<file path="src/rtl/adbg_jsp_pkg.sv">
`default_nettype none
//------------------------------------------------------------------------------
// Module      : adbg_jsp_pkg
// Description : Shared constants, state type and helpers for the JTAG Serial
//               Port debug module.
// Revision    : 1.0 - initial release
//------------------------------------------------------------------------------
package adbg_jsp_pkg;

    localparam int DBG_JSP_DATAREG_LEN = 64;
    localparam int DBG_JSP_HDR_LEN     = 8;
    localparam int DBG_JSP_MAX_BYTES   = 7;
    localparam int DBG_JSP_CNT_W       = 4;

    typedef enum logic [1:0] {
        JSP_IDLE = 2'd0,
        JSP_HDR  = 2'd1,
        JSP_DATA = 2'd2,
        JSP_DONE = 2'd3
    } jsp_xfer_state_t;

    function automatic logic [DBG_JSP_CNT_W-1:0] jsp_clamp(
        input logic [DBG_JSP_CNT_W-1:0] value,
        input logic [DBG_JSP_CNT_W-1:0] limit
    );
        return (value > limit) ? limit : value;
    endfunction

endpackage
`default_nettype wire

</file>
<file path="src/rtl/adbg_jsp_xfer_ctrl.sv">
`default_nettype none
//------------------------------------------------------------------------------
// Module      : adbg_jsp_xfer_ctrl
// Description : TCK-domain sequencer for one JSP data-register scan: byte-count
//               header exchange followed by up to MAX_BYTES bytes each way.
// Revision    : 1.0 - initial release
//------------------------------------------------------------------------------
module adbg_jsp_xfer_ctrl
    import adbg_jsp_pkg::*;
#(
    parameter int DR_LEN    = DBG_JSP_DATAREG_LEN,
    parameter int MAX_BYTES = DBG_JSP_MAX_BYTES
) (
    input  logic                     tck_i,
    input  logic                     rst_i,
    input  logic                     module_select_i,
    input  logic                     capture_dr_i,
    input  logic                     shift_dr_i,
    input  logic                     update_dr_i,
    input  logic                     tdi_i,
    output logic                     tdo_o,
    input  logic [DBG_JSP_CNT_W-1:0] rd_count_i,
    input  logic [7:0]               rd_data_i,
    output logic                     rd_pop_o,
    input  logic [DBG_JSP_CNT_W-1:0] wr_space_i,
    output logic [7:0]               wr_data_o,
    output logic                     wr_push_o,
    output logic                     busy_o
);

    localparam int                       c_bc_w     = $clog2(DR_LEN + 1);
    localparam logic [DBG_JSP_CNT_W-1:0] c_max_cnt  = DBG_JSP_CNT_W'(MAX_BYTES);
    localparam logic [c_bc_w-1:0]        c_hdr_last = c_bc_w'(DBG_JSP_HDR_LEN - 1);
    localparam logic [c_bc_w-1:0]        c_last_bit = c_bc_w'(DR_LEN - 1);
    localparam logic [c_bc_w-1:0]        c_dr_len   = c_bc_w'(DR_LEN);

    jsp_xfer_state_t            r_state,      w_nxt_state;
    logic [c_bc_w-1:0]          r_bit_cnt,    w_nxt_bit_cnt;
    logic [DBG_JSP_CNT_W-1:0]   r_avail,      w_nxt_avail;
    logic [DBG_JSP_CNT_W-1:0]   r_space,      w_nxt_space;
    logic [DBG_JSP_CNT_W-1:0]   r_wcnt_eff,   w_nxt_wcnt_eff;
    logic [DBG_JSP_CNT_W-1:0]   r_rcnt_eff,   w_nxt_rcnt_eff;
    logic [7:1]                 r_in_sr,      w_nxt_in_sr;
    logic [7:0]                 r_out_sr,     w_nxt_out_sr;
    logic [7:0]                 r_wr_data,    w_nxt_wr_data;
    logic                       r_rd_pop,     w_nxt_rd_pop;
    logic                       r_wr_push,    w_nxt_wr_push;

    logic                       w_active;
    logic                       w_shift;
    logic [7:0]                 w_in_byte;
    logic [DBG_JSP_CNT_W-1:0]   w_cap_avail;
    logic [DBG_JSP_CNT_W-1:0]   w_cap_space;
    logic [DBG_JSP_CNT_W-1:0]   w_hdr_wcnt;
    logic [DBG_JSP_CNT_W-1:0]   w_hdr_rcnt;
    logic                       w_slot_end;
    logic [DBG_JSP_CNT_W-1:0]   w_slot;
    logic [DBG_JSP_CNT_W-1:0]   w_slot_nxt;

    assign w_active    = (r_state == JSP_HDR) || (r_state == JSP_DATA);
    assign w_shift     = shift_dr_i && module_select_i && w_active;
    // Byte completed by the bit currently on TDI (header or write slot).
    assign w_in_byte   = {tdi_i, r_in_sr[7:1]};
    assign w_cap_avail = jsp_clamp(rd_count_i, c_max_cnt);
    assign w_cap_space = jsp_clamp(wr_space_i, c_max_cnt);
    assign w_hdr_wcnt  = jsp_clamp(w_in_byte[3:0], r_space);
    assign w_hdr_rcnt  = jsp_clamp(w_in_byte[7:4], r_avail);
    assign w_slot_end  = (r_state == JSP_DATA) && (r_bit_cnt[2:0] == 3'b111);
    assign w_slot      = DBG_JSP_CNT_W'(r_bit_cnt >> 3) - DBG_JSP_CNT_W'(1);
    assign w_slot_nxt  = DBG_JSP_CNT_W'(r_bit_cnt >> 3);

    always_comb begin
        w_nxt_state    = r_state;
        w_nxt_bit_cnt  = r_bit_cnt;
        w_nxt_avail    = r_avail;
        w_nxt_space    = r_space;
        w_nxt_wcnt_eff = r_wcnt_eff;
        w_nxt_rcnt_eff = r_rcnt_eff;
        w_nxt_in_sr    = r_in_sr;
        w_nxt_out_sr   = r_out_sr;
        w_nxt_wr_data  = r_wr_data;
        w_nxt_rd_pop   = 1'b0;
        w_nxt_wr_push  = 1'b0;

        if (capture_dr_i && module_select_i) begin
            w_nxt_state    = JSP_HDR;
            w_nxt_avail    = w_cap_avail;
            w_nxt_space    = w_cap_space;
            w_nxt_wcnt_eff = '0;
            w_nxt_rcnt_eff = '0;
            w_nxt_in_sr    = '0;
            w_nxt_out_sr   = {w_cap_space, w_cap_avail};
            w_nxt_bit_cnt  = '0;
        end else if (update_dr_i) begin
            w_nxt_state = JSP_IDLE;
        end else if (w_shift) begin
            w_nxt_in_sr  = w_in_byte[7:1];
            w_nxt_out_sr = {1'b0, r_out_sr[7:1]};
            if (r_bit_cnt != c_dr_len) begin
                w_nxt_bit_cnt = r_bit_cnt + c_bc_w'(1);
            end

            if ((r_state == JSP_HDR) && (r_bit_cnt == c_hdr_last)) begin
                w_nxt_state    = JSP_DATA;
                w_nxt_wcnt_eff = w_hdr_wcnt;
                w_nxt_rcnt_eff = w_hdr_rcnt;
                if (w_hdr_rcnt != '0) begin
                    w_nxt_out_sr = rd_data_i;
                    w_nxt_rd_pop = 1'b1;
                end
            end else if (w_slot_end) begin
                // Prefetch the next read byte so it is on TDO for the next slot.
                if (w_slot_nxt < r_rcnt_eff) begin
                    w_nxt_out_sr = rd_data_i;
                    w_nxt_rd_pop = 1'b1;
                end else begin
                    w_nxt_out_sr = '0;
                end
                if (w_slot < r_wcnt_eff) begin
                    w_nxt_wr_data = w_in_byte;
                    w_nxt_wr_push = 1'b1;
                end
                if (r_bit_cnt == c_last_bit) begin
                    w_nxt_state = JSP_DONE;
                end
            end
        end
    end

    always_ff @(posedge tck_i) begin
        if (rst_i) begin
            r_state    <= JSP_IDLE;
            r_bit_cnt  <= '0;
            r_avail    <= '0;
            r_space    <= '0;
            r_wcnt_eff <= '0;
            r_rcnt_eff <= '0;
            r_in_sr    <= '0;
            r_out_sr   <= '0;
            r_wr_data  <= '0;
            r_rd_pop   <= 1'b0;
            r_wr_push  <= 1'b0;
        end else begin
            r_state    <= w_nxt_state;
            r_bit_cnt  <= w_nxt_bit_cnt;
            r_avail    <= w_nxt_avail;
            r_space    <= w_nxt_space;
            r_wcnt_eff <= w_nxt_wcnt_eff;
            r_rcnt_eff <= w_nxt_rcnt_eff;
            r_in_sr    <= w_nxt_in_sr;
            r_out_sr   <= w_nxt_out_sr;
            r_wr_data  <= w_nxt_wr_data;
            r_rd_pop   <= w_nxt_rd_pop;
            r_wr_push  <= w_nxt_wr_push;
        end
    end

    assign tdo_o     = r_out_sr[0] & w_active;
    assign busy_o    = w_active;
    assign rd_pop_o  = r_rd_pop;
    assign wr_push_o = r_wr_push;
    assign wr_data_o = r_wr_data;

endmodule
`default_nettype wire

</file>
<file path="config.mk">
export PLATFORM = sky130hd
export DESIGN_NAME = adbg_jsp_xfer_ctrl
export DESIGN_NICKNAME = d
export VERILOG_FILES = /design/src/rtl/adbg_jsp_pkg.sv /design/src/rtl/adbg_jsp_xfer_ctrl.sv
export SDC_FILE = /design/constraint.sdc
export NUM_CORES = 1
export LEC_CHECK = 0
export ABC_AREA = 1
export CAP_MARGIN = 0
export CORE_ASPECT_RATIO = 1.4
export CORE_UTILIZATION = 40
export DETAILED_ROUTE_END_ITERATION = 12
export PLACE_DENSITY = 0.61
export SYNTH_ARGS = -nofsm -noshare
export SYNTH_HDL_FRONTEND = slang
export SYNTH_SLANG_ARGS = --single-unit
</file>
<file path="constraint.sdc">
create_clock -name tck_i -period 3.18 [get_ports tck_i]
set_clock_uncertainty 0.2 [all_clocks]
set_input_delay 0.636 -clock tck_i [delete_from_list [all_inputs] [get_ports tck_i]]
set_output_delay 0.636 -clock tck_i [all_outputs]
set_load 0.05 [all_outputs]
</file>
==> results of run 1 <==
[critical path: stages (launching register included)]
cell	delay, ns
dfxtp_1	0.35
inv_1	0.06
ha_1	0.33
nor2_1	0.11
clkdlybuf4s50_1	0.80
[final cells by class]
| type | instances | share of cell area, % |
|---|---|---|
| clock buffers | 5 | 2.040 |
| clock inverters | 3 | 0.8531 |
| inverters | 69 | 7.752 |
| multi-input cells | 264 | 45.07 |
| flip-flops and latches | 50 | 29.67 |
| well taps | 92 | 3.412 |
| repair buffers | 39 | 11.20 |
[path summary, 6_finish.rpt]
| kind | start | to | slack, ns | cells past startpoint |
|---|---|---|---|---|
| setup / recovery | r_state[0] | tdo_o | 0.38 | 4 |
| hold / removal | r_space[3] | r_space[3] | 0.27 | 2 |
| setup reg to reg | r_bit_cnt[3] | wr_data_o[7] | 0.84 | 12 |
| hold reg to reg | r_space[3] | r_space[3] | 0.27 | 2 |
[layer usage]
metal,vias to the layer above,part of all wire (%),GRT usage [%]
met1,1177,43,24.77
met2,61,51,37.60
met4,0,2.1,8.296
li1,1354,-,-
met5,-,0,0
met3,14,4.1,3.085
[placed cells by master, fill, tap and decap left out, types with 5 or more instances in the layout]
cell             netlist  final
inv_2                  5      5
ha_1                  21     21
inv_1                 63     63
dfxtp_1               50     50
clkbuf_8               0      5
a21oi_1               32     32
nor3_1                 7      7
nand3_1               29     29
o21ai_0               47     47
clkdlybuf4s50_1        0     34
nand2_2                5      5
nor2_1                31     31
buf_4                  1      5
nand2_1               54     54
[through the flow]
step / hold slack, ns / instances / power (mW) / util [%] / worst slack (ns)
3_5_place_dp: 0.2558 / 514 / 0.8381 / 48.89 / 0.3252
4_1_cts: 0.2720 / 522 / 1.249 / 50.35 / 0.3712
3_3_place_gp: 0.2518 / 514 / 0.8365 / 48.89 / 0.3956
2_1_floorplan: 0.2346 / 390 / 0.7716 / - / 0.9912
6_report: 0.2661 / 522 / 1.239 / 50.35 / 0.3799
5_1_grt: 0.2934 / 522 / 1.297 / 50.35 / 0.2985
[cells in the mapped netlist (all sizes together)]
| cell | n |
|---|---|
| inv | 69 |
| nand2 | 63 |
| dfxtp | 50 |
| o21ai | 48 |
| nor2 | 37 |
| a21oi | 36 |
| nand3 | 30 |
| ha | 21 |
| nor3 | 9 |
| a31oi | 5 |
| clkbuf | 4 |
| nand4 | 4 |
| o22ai | 4 |
| buf | 2 |
| o211ai | 2 |
| xor2 | 2 |
| a211oi | 1 |
| dlygate4sd1 | 1 |
| nor3b | 1 |
| nor4 | 1 |
[kinds of logic after synthesis]
family / Yosys count / share of synthesized area (%)
AO/OA/AOI/OAI: 96 / 18.77
XOR/XNOR: 2 / 0.6215
adder cells (fa/ha/maj): 21 / 9.321
buffers and inverters: 76 / 10.56
flip-flops: 50 / 35.51
AND/OR/NAND/NOR: 145 / 25.21
[flip-flops by register name (all words and copies together), names as in the netlist]
signal / cells
r_rcnt_eff: 4
r_avail: 4
r_in_sr: 7
wr_data_o: 8
wr_push_o: 1
r_state: 2
r_bit_cnt: 7
r_space: 4
rd_pop_o: 1
r_wcnt_eff: 4
r_out_sr: 8
[power breakdown]
group          leakage (nW)  switching, mW  internal (mW)  total, mW
registers             0.405        0.00850          0.638      0.647
clock network        0.0506          0.250          0.165      0.415
logic                 0.943          0.105         0.0713      0.177
total                  1.40          0.364          0.875       1.24
==> flow_summary.ini, run 1 <==
[yosys]
synth-warning-count = 0
synth_cell_type_count = 33
synth_seq_cells = 50
synthTopCellsByArea = dfxtp_1, ha_1, inv_1
synth-seq-area-share_pct = 35.51
synth_top_area_cell = dfxtp_1
synth_area_mm2 = 0.002819
avgSynthCellArea_um2 = 7.228
synth_nets = 434
syn_inst = 390
synth_top_area_share_pct = 35.51

[timing]
setup_tns_ns = 0
hold_viol = 0
fin_crit_ns = 2.800
worstMarginPinSlew_ns = 0.5813
slew_headroom_pct = 61.20
maxSlewViolCount = 0
rsz0062_at_grt = false
setup_viol = 0
period_share_pct = 88.05
max_freq_ghz = 0.3571

[cells_and_area]
antenna_cells = 0
postLayoutCellArea_mm2 = 0.003373
nets = 473
drive_above_1_share_pct = 9.767
multiInputGateArea_mm2 = 0.001520
area_delta_synth_final_pct = 19.66
regArea_mm2 = 0.001001
n_fill_cell = 658

[detailed_routing]
vias = 2606
initialDrtViolationCount = 111
ant_nets = 0
dr.pass1.iters = 4
drt-total-wl_um = 7031
drc = 0
vias_per_cell = 4.992
wl_per_cell_um = 13.47

[place]
routabilityCongestion = 0.9245
dp.final_hpwl_um = 5391
portBuffers = 34
placed_area_mm2 = 0.003276

[floorplanning]
ioPinCount = 35
dieArea_mm2 = 0.007392
die_width_um = 72.95
fp-row-count = 35
initial_core_util_pct = 42.07
core-area_mm2 = 0.006700
die_h_um = 101.3

[clocking]
postCtsSetupRepairBufs = 0
htree_levels = 2
cts_root_buffer = clkbuf_8
holdBufCountCts = 0
clock_sinks = 50
cts_tree = done
clkTransAtPathRegs_ns = 0.10
cts_resized = 0
cts.path.max_buffers = 2
clk_latency_ns = 0.32
cts_buffers = 5

[grt]
antenna_found_initial = 0
grt_first_pass_wirelength_um = 11920
grt_overflow = 0
track_usage_pct = 20.96
first_global_vias = 2565
grt_max_degree = 19

[flow_run]
drv_cap = 0

[worst_hold_path]
hold_class = reg -> reg

[worst_setup_path]
worstSetupPathType = reg -> out
required_ns = 2.34
cp.arrival_ns = 1.96
start_kind = register
worst_setup_path_end_kind = output port
path_max_fanout = 3

[pwr]
ir_worst_vdd_uv = 194.9
cellLeakagePower_nw = 1.398
powerDensity_mw_per_mm2 = 367.2

[run_status]
status = completed
(Power assumes the default switching activity.)
==> run 2, diff against run 1 <==
ABC_CLOCK_PERIOD_IN_PS = 3180   (was not set)
==> results of run 2 <==
Same layout as run 1: the final DEF is identical, and so are final timing and power.
==> run 3, diff against run 2 <==
==> constraint.sdc (replaced) <==
create_clock -name tck_i -period 3.18 [get_ports tck_i]
set_clock_uncertainty 0.2 [all_clocks]
set_input_delay 0.477 -clock tck_i [delete_from_list [all_inputs] [get_ports tck_i]]
set_output_delay 0.477 -clock tck_i [all_outputs]
set_load 0.05 [all_outputs]
==> run 3 against run 2 <==
Sequential share of layout area increased by 0.088 points. Via count is 1.8% higher. Count of clock-buffer cells in the layout unchanged. Sequential power barely moved. Final cell count down 0.19%. Critical path depth unchanged. Worst setup slack improved by 0.16 ns. Register-to-register slack got worse by 0.04 ns. Global-route usage up 0.14 points. Total power shrank 0.54%. Critical endpoint unchanged. Largest cell class unchanged. Highest routed layer unchanged.
==> flow_summary.ini, run 3 (same netlist as run 1, synthesis figures left out) <==
[run_status]
status = completed

[detailed_routing]
drc = 0
dr.pass1.iters = 4
drt-total-wl_um = 6973
vias_per_cell = 5.092
initialDrtViolationCount = 117
wl_per_cell_um = 13.38
ant_nets = 0
vias = 2653

[grt]
track_usage_pct = 21.11
grt_max_degree = 19
first_global_vias = 2580
antenna_found_initial = 0
grt_overflow = 0
grt_first_pass_wirelength_um = 12080

[worst_setup_path]
slowest_stage = clkdlybuf4s50_1
path_max_fanout = 3
path_delay_family = buffers and inverters
cp.arrival_ns = 1.96
cp_cell_sequence = inv_1 -> ha_1 -> nor2_1 -> clkdlybuf4s50_1
worst_setup_path_end_kind = output port
slowest_delay_ns = 0.80
cp.buffers_inverters = 2
required_ns = 2.50
worstSetupPathType = reg -> out
start_kind = register

[place]
dp.final_hpwl_um = 5312
portBuffers = 34
routabilityCongestion = 0.9012

[clocking]
clkTransAtPathRegs_ns = 0.10
cts_resized = 0
cts_root_buffer = clkbuf_8
clock_sinks = 50
htree_levels = 2
postCtsSetupRepairBufs = 0
cts.path.max_buffers = 2
cts_buffers = 5
holdBufCountCts = 0
cts_tree = done
clk_latency_ns = 0.31

[floorplanning]
ioPinCount = 35
core-area_mm2 = 0.006700
fp-row-count = 35
initial_core_util_pct = 42.07
die_width_um = 72.95
die_h_um = 101.3
dieArea_mm2 = 0.007392

[timing]
slew_headroom_pct = 59.42
worstMarginPinSlew_ns = 0.6080
maxSlewViolCount = 0
period_share_pct = 82.98
hold_viol = 0
max_freq_ghz = 0.3790
fin_crit_ns = 2.639
rsz0062_at_grt = false
setup_tns_ns = 0
setup_viol = 0

[cells_and_area]
antenna_cells = 0
final_cell_mix = inv_1, nand2_1, dfxtp_1, o21ai_0, clkdlybuf4s50_1
final_common_cell = inv_1
nets = 472
drive_above_1_share_pct = 9.557
area_delta_synth_final_pct = 19.31

[flow_run]
drv_cap = 0

[worst_hold_path]
hold_class = reg -> reg

[pwr]
p_total_mw = 1.232
cellLeakagePower_nw = 1.392
ir_worst_vdd_uv = 320.1
powerDensity_mw_per_mm2 = 366.3
==> run 3: layout make-up <==
cell class	instances	area [um2]
fillers	664	3337
inverters	69	261.5
clock buffers	5	68.82
multi-input cells	264	1520
repair buffers	38	370.4
clock inverters	3	26.28
well taps	92	115.1
flip-flops and latches	50	1001
==> run 3: worst paths after layout <==
check	startpoint	to	slack, ns	cells after the start
max reg2reg	r_bit_cnt[5]	wr_data_o[5]	0.80	12
max	r_state[0]	tdo_o	0.54	4
min reg2reg	r_space[3]	r_space[3]	0.27	2
min	r_space[3]	r_space[3]	0.27	2
==> run 3: power breakdown <==
part	internal, mW	switching [mW]
Sequential	0.638	0.00857
Combinational	0.0703	0.106
Clock	0.163	0.246
==> run 3: metal layers <==
metal / global-route usage [%] / vias to the layer above / share of wire, %
li1: - / 1362 / -
met3: 3.184 / 12 / 3.4
met1: 25.12 / 1227 / 43
met2: 37.60 / 52 / 52
met5: 0 / - / 0
met4: 8.296 / 0 / 2.3
==> run 3: through the flow <==
step / setup WS [ns] / instance area [um2] / cells / utilization, % / hold slack (ns)
after floorplan: 1.150 / 2819 / 390 / - / 0.2346
after global placement: 0.5536 / 3268 / 513 / 48.78 / 0.2519
after detailed placement: 0.5092 / 3268 / 513 / 48.78 / 0.2622
after CTS: 0.5199 / 3363 / 521 / 50.20 / 0.2779
after global routing: 0.4600 / 3363 / 521 / 50.20 / 0.2920
final: 0.5414 / 3363 / 521 / 50.20 / 0.2739
==> run 3: worst register-to-register path: cells and delay by family (launching register included) <==
| family | cells | cell delay (ns) |
|---|---|---|
| simple gates | 5 | 0.55 |
| buf+inv | 3 | 0.39 |
| flops | 1 | 0.38 |
| fa+ha+maj | 1 | 0.29 |
| compound gates | 2 | 0.28 |
| xor+xnor | 1 | 0.20 |
